**src/rtl/circle_ptn_gen.sv**
```systemverilog
// circle_ptn_gen: rotating one-hot LED pattern with a 4-bit position index.
// Starts from IDLE on start, steps every TICK_DIV clocks in RUN, and freezes
// in DONE on run_stop until reset.
module circle_ptn_gen #(
  parameter int unsigned CNT_LENGTH = 8,
  parameter int unsigned TICK_DIV   = 1
) (
  input  logic                  clk,
  input  logic                  rst,
  input  logic                  start,
  input  logic                  dir,
  input  logic                  run_stop,
  output logic [3:0]            ptn_cnt,
  output logic [CNT_LENGTH-1:0] led,
  output logic                  busy,
  output logic                  done
);

  localparam int unsigned DIV_W = (TICK_DIV > 1) ? $clog2(TICK_DIV) : 1;
  localparam logic [DIV_W-1:0]      DIV_LAST = DIV_W'(TICK_DIV - 1);
  localparam logic [3:0]            PTN_LAST = 4'(CNT_LENGTH - 1);
  localparam logic [CNT_LENGTH-1:0] LED_ONE  = CNT_LENGTH'(1);

  typedef enum logic [1:0] {
    ST_IDLE = 2'd0,
    ST_RUN  = 2'd1,
    ST_DONE = 2'd2
  } state_t;

  state_t                r_state;
  logic [DIV_W-1:0]      r_div_cnt;

  state_t                w_state_nxt;
  logic [DIV_W-1:0]      w_div_nxt;
  logic [3:0]            w_ptn_nxt;
  logic [CNT_LENGTH-1:0] w_led_nxt;
  logic                  w_busy_nxt;
  logic                  w_done_nxt;

  // Next-state and next-output decode; everything holds unless a state acts.
  always_comb begin
    w_state_nxt = r_state;
    w_div_nxt   = r_div_cnt;
    w_ptn_nxt   = ptn_cnt;
    w_led_nxt   = led;
    w_busy_nxt  = busy;
    w_done_nxt  = done;
    case (r_state)
      ST_IDLE: begin
        w_led_nxt  = '0;
        w_busy_nxt = 1'b0;
        w_done_nxt = 1'b0;
        if (start) begin
          w_state_nxt = ST_RUN;
          w_ptn_nxt   = 4'd0;
          w_led_nxt   = LED_ONE;
          w_busy_nxt  = 1'b1;
          w_div_nxt   = '0;
        end
      end
      ST_RUN: begin
        if (run_stop) begin
          // Stop wins over a coincident step: index, LEDs and divider freeze.
          w_state_nxt = ST_DONE;
          w_busy_nxt  = 1'b0;
          w_done_nxt  = 1'b1;
        end else begin
          if (r_div_cnt == DIV_LAST) begin
            w_div_nxt = '0;
            if (!dir) begin
              w_ptn_nxt = (ptn_cnt == PTN_LAST) ? 4'd0 : ptn_cnt + 4'd1;
            end else begin
              w_ptn_nxt = (ptn_cnt == 4'd0) ? PTN_LAST : ptn_cnt - 4'd1;
            end
          end else begin
            w_div_nxt = r_div_cnt + DIV_W'(1);
          end
          w_led_nxt = LED_ONE << w_ptn_nxt;
        end
      end
      ST_DONE: begin
        w_state_nxt = ST_DONE;
      end
      default: begin
        w_state_nxt = ST_IDLE;
        w_ptn_nxt   = 4'd0;
        w_led_nxt   = '0;
        w_busy_nxt  = 1'b0;
        w_done_nxt  = 1'b0;
        w_div_nxt   = '0;
      end
    endcase
  end

  // State and output registers with synchronous active-low reset.
  always_ff @(posedge clk) begin
    if (!rst) begin
      r_state   <= ST_IDLE;
      r_div_cnt <= '0;
      ptn_cnt   <= 4'd0;
      led       <= '0;
      busy      <= 1'b0;
      done      <= 1'b0;
    end else begin
      r_state   <= w_state_nxt;
      r_div_cnt <= w_div_nxt;
      ptn_cnt   <= w_ptn_nxt;
      led       <= w_led_nxt;
      busy      <= w_busy_nxt;
      done      <= w_done_nxt;
    end
  end

endmodule

```
**config.mk**
```make
export PLATFORM = sky130hd
export DESIGN_NAME = circle_ptn_gen
export DESIGN_NICKNAME = d
export VERILOG_FILES = /design/src/rtl/circle_ptn_gen.sv
export SDC_FILE = /design/constraint.sdc
export NUM_CORES = 1
export LEC_CHECK = 0
export ABC_AREA = 1
export BUFFER_PORTS_ARGS = -buffer_cell sky130_fd_sc_hd__clkbuf_2
export CORE_MARGIN = 2
export CORE_UTILIZATION = 56
export CTS_CLUSTER_DIAMETER = 50
export DETAILED_ROUTE_END_ITERATION = 8
export GPL_TIMING_DRIVEN = 0
export PLACE_DENSITY_LB_ADDON = 0.2
export REMOVE_ABC_BUFFERS = 1
export SLEW_MARGIN = 30
export SYNTH_ARGS = -nofsm -noshare
export SYNTH_HDL_FRONTEND = slang
export SYNTH_SLANG_ARGS = --single-unit
```
**constraint.sdc**
```tcl
create_clock -name clk -period 4.4 [get_ports clk]
set_input_delay 0.44 -clock clk [delete_from_list [all_inputs] [get_ports clk]]
set_output_delay 0.44 -clock clk [all_outputs]
set_load 0.03 [all_outputs]
```
==> metrics.md <==
| Metric | Value |
|---|---|
| Die width | 44.3 microns |
| Post-CTS Resized | 0 |
| Drt first pass iters | 4 |
| Crit path kind | flip-flop to flip-flop |
| Largest net degree at the start of global routing | 14 |
| Max Cap Viol | 0 |
| Crit-path most repeated cell | inv_1 |
| Post-layout util | 68.4% |
| Postcts setup bufs | 0 |
| Peak supply drop | 0.189 mV |
| Final wirelength | roughly 1800 microns |
| Final setup vio count | 0 |
| Total number of yosys warnings | 0 |
| RSZ-0062 raised after global routing | false |
| Top delay family on crit path | flip-flops |
| Drt wl/cell | between 10 and 15 microns |
| Worst-Margin Slew | 0.362 ns |
| Synth Area per Inst | 6.95 sq um |
| Buffers and inverters on the worst path | 2 |
| Vias per cell | 5.17 |
| Setup TNS | 0 ns |
| Vias | 863 |
| Sink Count | 16 |
| Startpoint Class | flip-flop |
| Fill cell count | about 140 |
| P_leak | between 0.0004 and 0.0005 uW |
| Max clock buf depth | 2 |
| Nets | between 150 and 200 |
| Post-Route Skew | 0.00534 ns |
| Hold buffers post-CTS | 0 |
| Iter 0 DRT Violations | 12 |
| Final instance area | 0.00104 sq mm |
| Max Fclk | around 0.55 GHz |
| H-tree level count | 1 |
| CTS tree | done |
| Clock root cell | clkbuf_4 |
| CP cell instances | inv_1 > ha_1 > xnor2_1 > inv_1 > nor2_1 > nand3_1 > a21oi_2 |
| CP Max Fanout | 7 |
| IO Count | 19 |
| # diodes | 0 |
| Crit-path max cell delay | 0.45 ns |
| Syn-to-layout area delta | 14.4% |
| Port bufs | 18 |
| Global route total overflow | 0 |
| Crit path DAT | 2.04 ns |
| GR Util All Layers | a little over a fifth |
| Antenna-violating nets left | 0 |
| Area post-placement | 0.00101 sq mm |
| Period utilisation layout | 41.0% |
| Synth unique cells | 20 |
| Cell Pwr Density | 355 mW/mm^2 |
| Die Footprint | 0.00197 sq mm |
| Post-Synthesis Cells | 131 |
| Max-slew violations | 0 |
| Starting density of the core | 59.8% |
| Req. time, crit path | about 4.6 ns |
| Mapped Area | ~910 sq um |
| Yosys reg bits | 16 |
| Fin. Hold Viols | 0 |
| Height of the die | 44.3 microns |
| # DRC | 0 |
| Clock slew at reported path FFs | about 0.1 ns |
| Status | completed |
| Worst hold path class | primary input to flip-flop |
| Slew HR | 75.9% |
| Reg area | 320 sq um |
| Seq/Total Area, Yosys | between 30% and 40% |
| Multi-input gate area | 504 sq um |
| Site row count | 14 |
| Worst-skew pair later-pin latency | about 0.3 ns |
| Core Region | between 0.0015 and 0.002 sq mm |
| Crit end category | flip-flop |
| Hpwl dp | 1390 microns |
| Worst path slowest cell | dfxtp_1 |
| Placer congestion estimate | 0.826 |
| Fin crit period | 1.81 ns |
| Antenna violations before repair | 0 |
| Layout cell share with drive strength beyond 1 | 25.8% |
| First-pass GRT wire length | roughly 3200 microns |
| Vias in the first global route | 799 |
| CTS Buf Count | 3 |
-- worst min-delay path, cell delays in order --
cell	delay (ns)
clkbuf_2	0.09
nand2_1	0.07
a21oi_1	0.05
-- where the power goes --
part | internal, uW | switching, uW
sequential | 156 | 7.23
clock | 50.5 | 49.1
combinational | 32.9 | 74.3
-- final timing paths --
check	startpoint	cells past startpoint	endpoint	slack, ns
worst max-delay path	ptn_cnt[0]$_SDFFE_PN0P_	7	led[0]$_SDFFE_PN0P_	2.59
worst max register to register	ptn_cnt[0]$_SDFFE_PN0P_	7	led[0]$_SDFFE_PN0P_	2.59
worst min register to register	done$_SDFFE_PN0P_	2	done$_SDFFE_PN0P_	0.46
worst min-delay path	start	3	busy$_SDFFE_PN0P_	0.41
-- through the flow --
stage                     power, uW  hold WS, ns  cells  setup WS (ns)
after floorplan                 248        0.457    129           2.60
after global placement          269        0.448    163           2.65
after detailed placement        273        0.456    163           2.62
after CTS                       370        0.404    167           2.58
after global routing            391        0.432    167           2.48
final                           370        0.408    167           2.59
-- cell type report --
class	instances	area share, %
Timing Repair Buffer	18	8.64
Tap cell	16	1.92
Multi-Input combinational cell	94	48.4
Clock buffer	4	3.48
Inverter	19	6.84
Sequential cell	16	30.7
-- registers in the layout (all words and copies together) (netlist names) --
register  flops
r_state       2
done          1
led           8
busy          1
ptn_cnt       4
-- layer usage --
layer | GRT usage [%] | part of all wire (%) | routed length (microns) | up-vias
met5 | 0 | 0 | 0 | -
met4 | 12.7 | 3.7 | 67 | 0
met3 | 2.45 | 3.9 | 70 | 9
met2 | 33.5 | 45 | 820 | 20
met1 | 29.3 | 47 | 853 | 375
li1 | - | - | - | 459
-- synth_stat cells, drive strengths merged --
| library cell | count | area, sq um |
|---|---|---|
| nand3 | 11 | 55.1 |
| nand4 | 1 | 6.26 |
| xnor2 | 1 | 8.76 |
| nor2 | 11 | 68.8 |
| o211ai | 1 | 7.51 |
| dfxtp | 16 | 320 |
| buf | 1 | 11.3 |
| o21ai | 4 | 20.0 |
| inv | 19 | 71.3 |
| clkbuf | 1 | 3.75 |
| ha | 5 | 62.6 |
| a21oi | 20 | 108 |
| and2 | 1 | 6.26 |
| nand2 | 39 | 161 |
-- cell usage in the layout, fill, tap and decap left out --
cell / netlist / layout
a21oi_1: 18 / 18
a21oi_2: 2 / 2
and2_1: 1 / 1
clkbuf_2: 0 / 18
clkbuf_4: 0 / 3
clkbuf_8: 0 / 1
dfxtp_1: 16 / 16
ha_1: 5 / 5
inv_1: 15 / 15
inv_2: 4 / 4
nand2_1: 35 / 35
nand2_2: 3 / 3
nand2_4: 1 / 1
nand3_1: 11 / 11
nand4_1: 1 / 1
nor2_1: 4 / 4
nor2_2: 5 / 5
nor2_4: 2 / 2
o211ai_1: 1 / 1
o21ai_0: 4 / 4
xnor2_1: 1 / 1
-- kinds of logic (layout without fill, tap and decap cells) --
logic type	after synthesis	in the layout	synth area share (%)
simple gates	63	63	32.7
compound gates	25	25	14.8
buf+inv	21	41	9.48
flops	16	16	35.2
fa+ha+maj	5	5	6.87
xor+xnor	1	1	0.962
No activity file was read; power rests on OpenSTA's default activity.
